**src/rtl/fft_spi_tx.sv**
```systemverilog
// fft_spi_tx: holds one FFT result buffer and streams it MSB-first to an SPI
// master (mode 0, chip select active-low). sck and cs come from the MCU and
// are asynchronous to clk. Each one is synchronized with two flops. A third
// flop provides edge detection, so every edge is handled in the clk domain.
// CNT_W must satisfy 2**CNT_W > BUF_W so that the counter can hold BUF_W.
`timescale 1ns/1ps
module fft_spi_tx #(
   parameter int BUF_W = 1024,
   parameter int CNT_W = 11
) (
   input  logic             clk,
   input  logic             reset,
   input  logic [BUF_W-1:0] fft_out1024,
   input  logic             buf_ready,
   input  logic             sck,
   input  logic             cs,
   output logic             sdo,
   output logic             data_ready,
   output logic             buf_empty,
   output logic             tx_abort
);

   typedef enum logic [1:0] {IDLE, LOADED, SHIFT, DONE} state_t;

   // Counter value once every bit has been clocked out, and the value just before it
   localparam logic [CNT_W-1:0] CNT_FULL = CNT_W'(BUF_W);
   localparam logic [CNT_W-1:0] CNT_LAST = CNT_W'(BUF_W - 1);

   state_t             state;
   logic [BUF_W-1:0]   shreg;
   logic [CNT_W-1:0]   cnt;

   // Synchronizer and edge-detect stages: _p0/_p1 synchronize, _p2 is the previous value
   logic sck_p0, sck_p1, sck_p2;
   logic cs_p0, cs_p1, cs_p2;

   logic sck_rise, sck_fall, cs_rise, cs_fall, cnt_full;

   // Bring sck and cs into the clk domain; idle levels are sck low, cs high
   always_ff @(posedge clk or negedge reset) begin
      if (!reset) begin
         sck_p0 <= 1'b0;
         sck_p1 <= 1'b0;
         sck_p2 <= 1'b0;
         cs_p0  <= 1'b1;
         cs_p1  <= 1'b1;
         cs_p2  <= 1'b1;
      end else begin
         sck_p0 <= sck;
         sck_p1 <= sck_p0;
         sck_p2 <= sck_p1;
         cs_p0  <= cs;
         cs_p1  <= cs_p0;
         cs_p2  <= cs_p1;
      end
   end

   assign sck_rise = sck_p1 & ~sck_p2;
   assign sck_fall = ~sck_p1 & sck_p2;
   assign cs_rise  = cs_p1 & ~cs_p2;
   assign cs_fall  = ~cs_p1 & cs_p2;
   assign cnt_full = (cnt == CNT_FULL);

   // Transfer FSM. All outputs are registered, so sdo is loaded with the bit that
   // the shift register will present after this edge.
   always_ff @(posedge clk or negedge reset) begin
      if (!reset) begin
         state      <= IDLE;
         shreg      <= '0;
         cnt        <= '0;
         sdo        <= 1'b0;
         data_ready <= 1'b0;
         buf_empty  <= 1'b0;
         tx_abort   <= 1'b0;
      end else begin
         buf_empty <= 1'b0;
         tx_abort  <= 1'b0;
         unique case (state)
            IDLE: begin
               sdo        <= 1'b0;
               data_ready <= 1'b0;
               // A cs fall seen here is deliberately dropped; only a fresh fall after loading starts a read
               if (buf_ready) begin
                  shreg      <= fft_out1024;
                  cnt        <= '0;
                  data_ready <= 1'b1;
                  state      <= LOADED;
               end
            end
            LOADED: begin
               if (cs_fall) begin
                  sdo   <= shreg[BUF_W-1];
                  state <= SHIFT;
               end
            end
            SHIFT: begin
               if (cs_rise) begin
                  sdo        <= 1'b0;
                  data_ready <= 1'b0;
                  if (cnt_full) begin
                     buf_empty <= 1'b1;
                     state     <= DONE;
                  end else begin
                     tx_abort <= 1'b1;
                     shreg    <= '0;
                     state    <= IDLE;
                  end
               end else if (sck_rise && !cnt_full) begin
                  cnt <= cnt + CNT_W'(1);
                  // The last bit has been sampled; the overrun bits read as zero
                  if (cnt == CNT_LAST) begin
                     sdo <= 1'b0;
                  end
               end else if (sck_fall && !cnt_full) begin
                  shreg <= {shreg[BUF_W-2:0], 1'b0};
                  sdo   <= shreg[BUF_W-2];
               end
            end
            DONE: begin
               // One-cycle gap so that a completion and a reload never happen on the same edge
               state <= IDLE;
            end
            default: state <= IDLE;
         endcase
      end
   end

endmodule

```
**config.mk**
```make
export PLATFORM = sky130hd
export DESIGN_NAME = fft_spi_tx
export DESIGN_NICKNAME = d
export VERILOG_FILES = /design/src/rtl/fft_spi_tx.sv
export SDC_FILE = /design/constraint.sdc
export NUM_CORES = 2
export LEC_CHECK = 0
export BUFFER_PORTS_ARGS = -buffer_cell sky130_fd_sc_hd__buf_2
export CORE_AREA = 2 2 398 400
export CTS_CLUSTER_DIAMETER = 120
export DETAILED_ROUTE_END_ITERATION = 7
export DIE_AREA = 0 0 400 402
export GPL_ROUTABILITY_DRIVEN = 1
export PLACE_DENSITY = 0.55
export SLEW_MARGIN = 5
export SYNTH_ARGS = -nofsm -noshare
export SYNTH_HDL_FRONTEND = slang
export SYNTH_SLANG_ARGS = --single-unit
```
**constraint.sdc**
```tcl
create_clock -name clk -period 3.4 [get_ports clk]
set_clock_uncertainty 0.2 [all_clocks]
set_input_delay 0.34 -clock clk [delete_from_list [all_inputs] [get_ports clk]]
set_output_delay 0.34 -clock clk [all_outputs]
set_load 0.01 [all_outputs]
```
# Word level (Yosys, flattened, before mapping)
# Cells that the tools add are included.
[totals]
word_cells = 78
out_inout_bits = 4
regBits = 1047
[op_classes]
addsub = 1
eq_ne = 15
bitwise_logic = 8
n_reduce_logical = 11
muxes = 30
[op_table]
columns = ["cell", "count"]
rows = [
  ["two-way mux 1024 bit", 5],
  ["case mux 1024 bit (2 select lines)", 1],
  ["two-way mux 11 bit", 3],
  ["case mux 11 bit (2 select lines)", 1],
  ["two-way mux 1 bit", 13],
  ["adder 11 x 1 -> 11 bit, second input constant", 1],
  ["== test 11 x 10 -> 1 bit, second input constant", 1],
  ["== test 11 bit, second input constant", 1],
  ["inequality test 2 bit, second input constant", 5],
  ["inequality test 3 bit, second input constant", 3],
  ["two-way mux 2 bit", 4],
  ["inequality test 4 bit, second input constant", 2],
  ["case mux 2 bit (4 select lines)", 1],
  ["AND reduction 4 bit", 2],
  ["AND reduction 5 bit", 1],
  ["bitwise AND 1 bit", 4],
  ["== test 2 bit, second input constant", 2],
  ["NOT 1 bit", 4],
  ["case mux 1 bit (3 select lines)", 1],
  ["AND reduction 3 bit", 1],
  ["nonzero test 3 bit", 1],
  ["== test 2 x 1 -> 1 bit, second input constant", 1],
  ["logical AND 1 bit", 2],
  ["zero test 2 bit", 1],
  ["other kinds (4)", 4],
]

# Longest topological paths before layout
[depth]
word_depth = 7
mapped_depth = 11
mapped_depth_nobuf = 7

# Least setup slack after synthesis
# Ideal clock, no wire load.
[synth_timing]
path_type = "reg2reg"
start = "register cnt[0]"
end = "register shreg[678]"
path_buffers = 4
arrival_ns = 2.239
slack_ns = 0.833
setup_ns = 0.128
stages_incl_launch_ff = 12
path_cell_list = "dfrtp_1 inv_1 ha_1 nor4b_2 and3_1 buf_2 a21o_1 a21oi_2 buf_6 buf_6 buf_4 mux2_1"
[synth_between]
elab_chain_cells = 5
[synth_rtl]
columns = ["item", "line_no", "source"]
rows = [
  ["start, declared", "31", "logic [CNT_W-1:0] cnt;"],
  ["start signal, assigned", "109", "cnt <= cnt + CNT_W'(1);"],
  ["== test 11 bit *", "62", "assign cnt_full = (cnt == CNT_FULL);"],
  ["zero test 1 bit", "108, 114", ""],
  ["logical AND 1 bit (on tied branches)", "114, 108", ""],
  ["inequality test 3 bit (no source line)", "--", ""],
  ["AND reduction 5 bit (no source line) *", "--", ""],
  ["end signal, assigned", "84", "shreg <= fft_out1024;"],
  ["end signal, assigned", "115", "shreg <= {shreg[BUF_W-2:0], 1'b0};"],
  ["end, declared", "30", "logic [BUF_W-1:0] shreg;"],
]
# Every way passes the cells marked *; elsewhere a longest branch is shown, timed or not.
# A chain may end at the register's enable or synchronous reset.

# Worst setup path after layout
[layout_timing]
start = "register state[0]"
end = "register shreg[576]"
[layout_between]
elab_chain_cells = 3
[layout_rtl]
columns = ["item", "line_no", "source"]
rows = [
  ["start, declared", "29", "state_t state;"],
  ["start signal, assigned", "68", "state <= IDLE;"],
  ["start signal, assigned", "87", "state <= LOADED;"],
  ["start signal, assigned", "93", "state <= SHIFT;"],
  ["== test 2 bit / zero test 2 bit (equally long branches)", "78", "unique case (state)"],
  ["inequality test 3 bit (no source line), or another cell as far along", "--", ""],
  ["AND reduction 5 bit (no source line)", "--", ""],
]
# Several ways; a longest one is shown, not always the timed one.

==> impl_results.md <==
- Outcome: complete, no violations
- Die width: approximately 400 um
- GPL Wtd Cong: approximately 0.83
- Hold Fails Final Rpt: 0
- Top-count cell post-synth: dfrtp_1
- I/O pins: ~1000
- Setup Crit Path Kind: flip-flop to flip-flop
- GRT Overall Usage: 0.197
- Final HPWL DP: between 100 and 150 mm
- Synth cell count leaders: 1044 x dfrtp_1, 962 x a22o_1, 717 x mux2_2
- Clk_lat worst skew: 0.73 ns
- Period minus WS final: between 3 and 4 ns
- Yosys reg bits: between 1000 and 1500
- Initial DRC Count: 2439
- Distinct cells, synth: between 40 and 50
- Met3 Resource Use GR: 0.0392
- Worst-margin pin slew: roughly 1.0 ns
- Final WL: approximately 160 mm
- Area post-placement: around 0.057 mm^2
- Core Area: about 0.16 mm^2
- Peak supply drop: approximately 0.84 mV
- WP buf/inv: 4
- Final Max Slew Viols: 0
- Post-synthesis cell area: between 0.04 and 0.05 mm^2
- Fmax achieved: roughly 320 MHz
- Max H-tree Level: 3
- Via count: 39400
- Share of the synthesized area in the top cell type: 0.531
- Hold/Removal Path Class: input port to flip-flop
- Crit path top cell by count: buf_4
- Die Height: approximately 400 um
- Total CTS buffers: ~120
- Max_cap viols: 0
- PortBufs: around 1000
- CTS tree: yes
- Critical Path Sink Type: flip-flop
- CTS Buffer Depth: 3
- First-pass GRT wire length: 250 mm
- Slowest stage delay, CP: between 0.7 and 0.8 ns
- Syn nets: roughly 4600
- Pre-antenna DRT Iters: 7
- Synthesized area per cell: roughly 14 um^2
- Mapped Cells: ~3600
- Yosys warnings: 0
- Final ANT Viol Nets: 0
- Final setup fails: 0
- Post-synth EDFFs: 0
- DRC: 0
- Vias/cell: slightly above 5
- Leak: 31.7 nW
- Cell area after layout: around 0.07 mm^2
- Worst path arrival time: between 3 and 4 ns
- Placement Rows: about 150
- Met2 Usage GRT: 0.327
- CP required: roughly 3.8 ns
- Slowest cell on crit path: buf_4
- Final Cycle Share: 0.913
- RSZ-0062 raised after global routing: false
- Relative slew margins: 0.327
- WL/cell: around 21 um
- Reg clk slew, reported paths: approximately 0.06 ns
- Starting Density: 0.313
- CP startpoint kind: flip-flop
- Maximum fanout along the worst path: 76
- Sequential area share after synthesis: 0.532
- Synth async-reset ratio: 1.00
- Ys flop type: dfrtp_1
- Synth area leaders: dfrtp_1 53%, a22o_1 17%, mux2_2 16%
- Largest net degree at the start of global routing: approximately 180
- Area delta synth->final: 44.5%
- Cell Pwr Density: ~870 mW/mm^2
- Vias in the first global route: around 42000
- Leading area contributor after synthesis: dfrtp_1
- Met1 GRT Util: 0.244
- Initial antenna violation count: 80
- CP delay by family, top: buffers and inverters
- GR Overflow Total: 0
- GR peak layer: met2
- Clk root buf: clkbuf_16
- Share of cells above drive strength 1: 0.362
- Final nets: between 6000 and 7000
- CTS sink count: 1047
- Crit path cell chain: inv_1, ha_2, inv_8, buf_4, buf_4, a22o_1, mux2_2
- DIE AREA: 0.161 mm^2
- Setup TNS: 0 ns
[layout make-up]
type | count | area, um^2
Multi-Input combinational cell | 2200 | 21400
Timing Repair Buffer | 2165 | 16700
Sequential cell | 1047 | 26200
Clock buffer | 192 | 3570
Clock inverter | 29 | 458
Tap cell | 2072 | 2590
Inverter | 7 | 33.8
Antenna cell | 80 | 200
Fill cell | 14300 | 85900
[worst min-delay path: stages]
cell	delay, ns
buf_2	0.08
a22o_1	0.29
mux2_2	0.20
[per-layer routing]
layer | routed length, um | vias to the layer above
met4 | 8340 | 14
met5 | 87 | -
met3 | 8350 | 480
li1 | - | 17800
met1 | 68300 | 19800
met2 | 79500 | 1238
[path summary, 6_finish.rpt]
check	cells after the start	from	slack, ns	endpoint
setup / recovery	7	state[0]$_DFFE_PN0P_	0.30	shreg[576]$_DFFE_PN0P_
hold / removal	3	fft_out1024[143]	0.01	shreg[143]$_DFFE_PN0P_
setup reg to reg	7	state[0]$_DFFE_PN0P_	0.30	shreg[576]$_DFFE_PN0P_
hold reg to reg	0	cs_p1$_DFF_PN1_	0.14	cs_p2$_DFF_PN1_
max in group asynchronous	4	reset	0.67	shreg[612]$_DFFE_PN0P_
min in group asynchronous	3	reset	0.56	shreg[784]$_DFFE_PN0P_
[state kept, by name, summed over array words and instances, names as in the netlist]
name,cells
shreg,1024
cnt,11
state,2
buf_empty,1
cs_p0,1
cs_p1,1
cs_p2,1
data_ready,1
sck_p0,1
sck_p1,1
sck_p2,1
sdo,1
tx_abort,1
[where the power goes]
group	leakage (nW)	total (mW)	internal, mW	switching [mW]
clock	1.97	13.2	7.72	5.43
combinational	17.0	26.5	14.7	11.8
sequential	12.7	22.5	19.0	3.52
[layout by cell type (no fill, tap or decap), drive strengths merged, types with 4 or more instances in the layout]
master / n
a21oi: 10
a22o: 962
buf: 1136
bufinv: 7
clkbuf: 192
clkinv: 20
dfrtp: 1044
diode: 80
dlygate4sd3: 1029
ha: 5
inv: 9
mux2: 1026
nand2: 70
nand2b: 4
nand4: 4
nor2: 14
o21ai: 4
o2bb2ai: 62
xnor2: 8
[per-stage QoR]
stage	power [mW]	std cells	hold WS [ns]	setup slack (ns)	util
after floorplan	41.9	3604	-0.156	0.833	-
after global placement	47.4	6462	0.149	0.308	0.360
after detailed placement	48.1	6462	0.142	0.353	0.360
after CTS	62.6	7712	0.0621	0.303	0.452
after global routing	66.0	7785	0.101	0.133	0.453
final	62.1	7792	0.0130	0.296	0.453
[logic make-up after synthesis]
family,count (synthesis),share of synthesized area
adder cells (fa/ha/maj),5,0.00127
AO/OA/AOI/OAI,1051,0.186
XOR/XNOR,8,0.00142
flip-flops,1047,0.532
AND/OR/NAND/NOR,109,0.00991
buffers and inverters,357,0.0348
multiplexers,1027,0.235
[repair_timing]
action,CTS,global route
gates resized for setup,0,0
endpoints found under the hold margin,1334,0
setup buffers,0,0
hold buffers,1029,0
(Power assumes the default switching activity.)
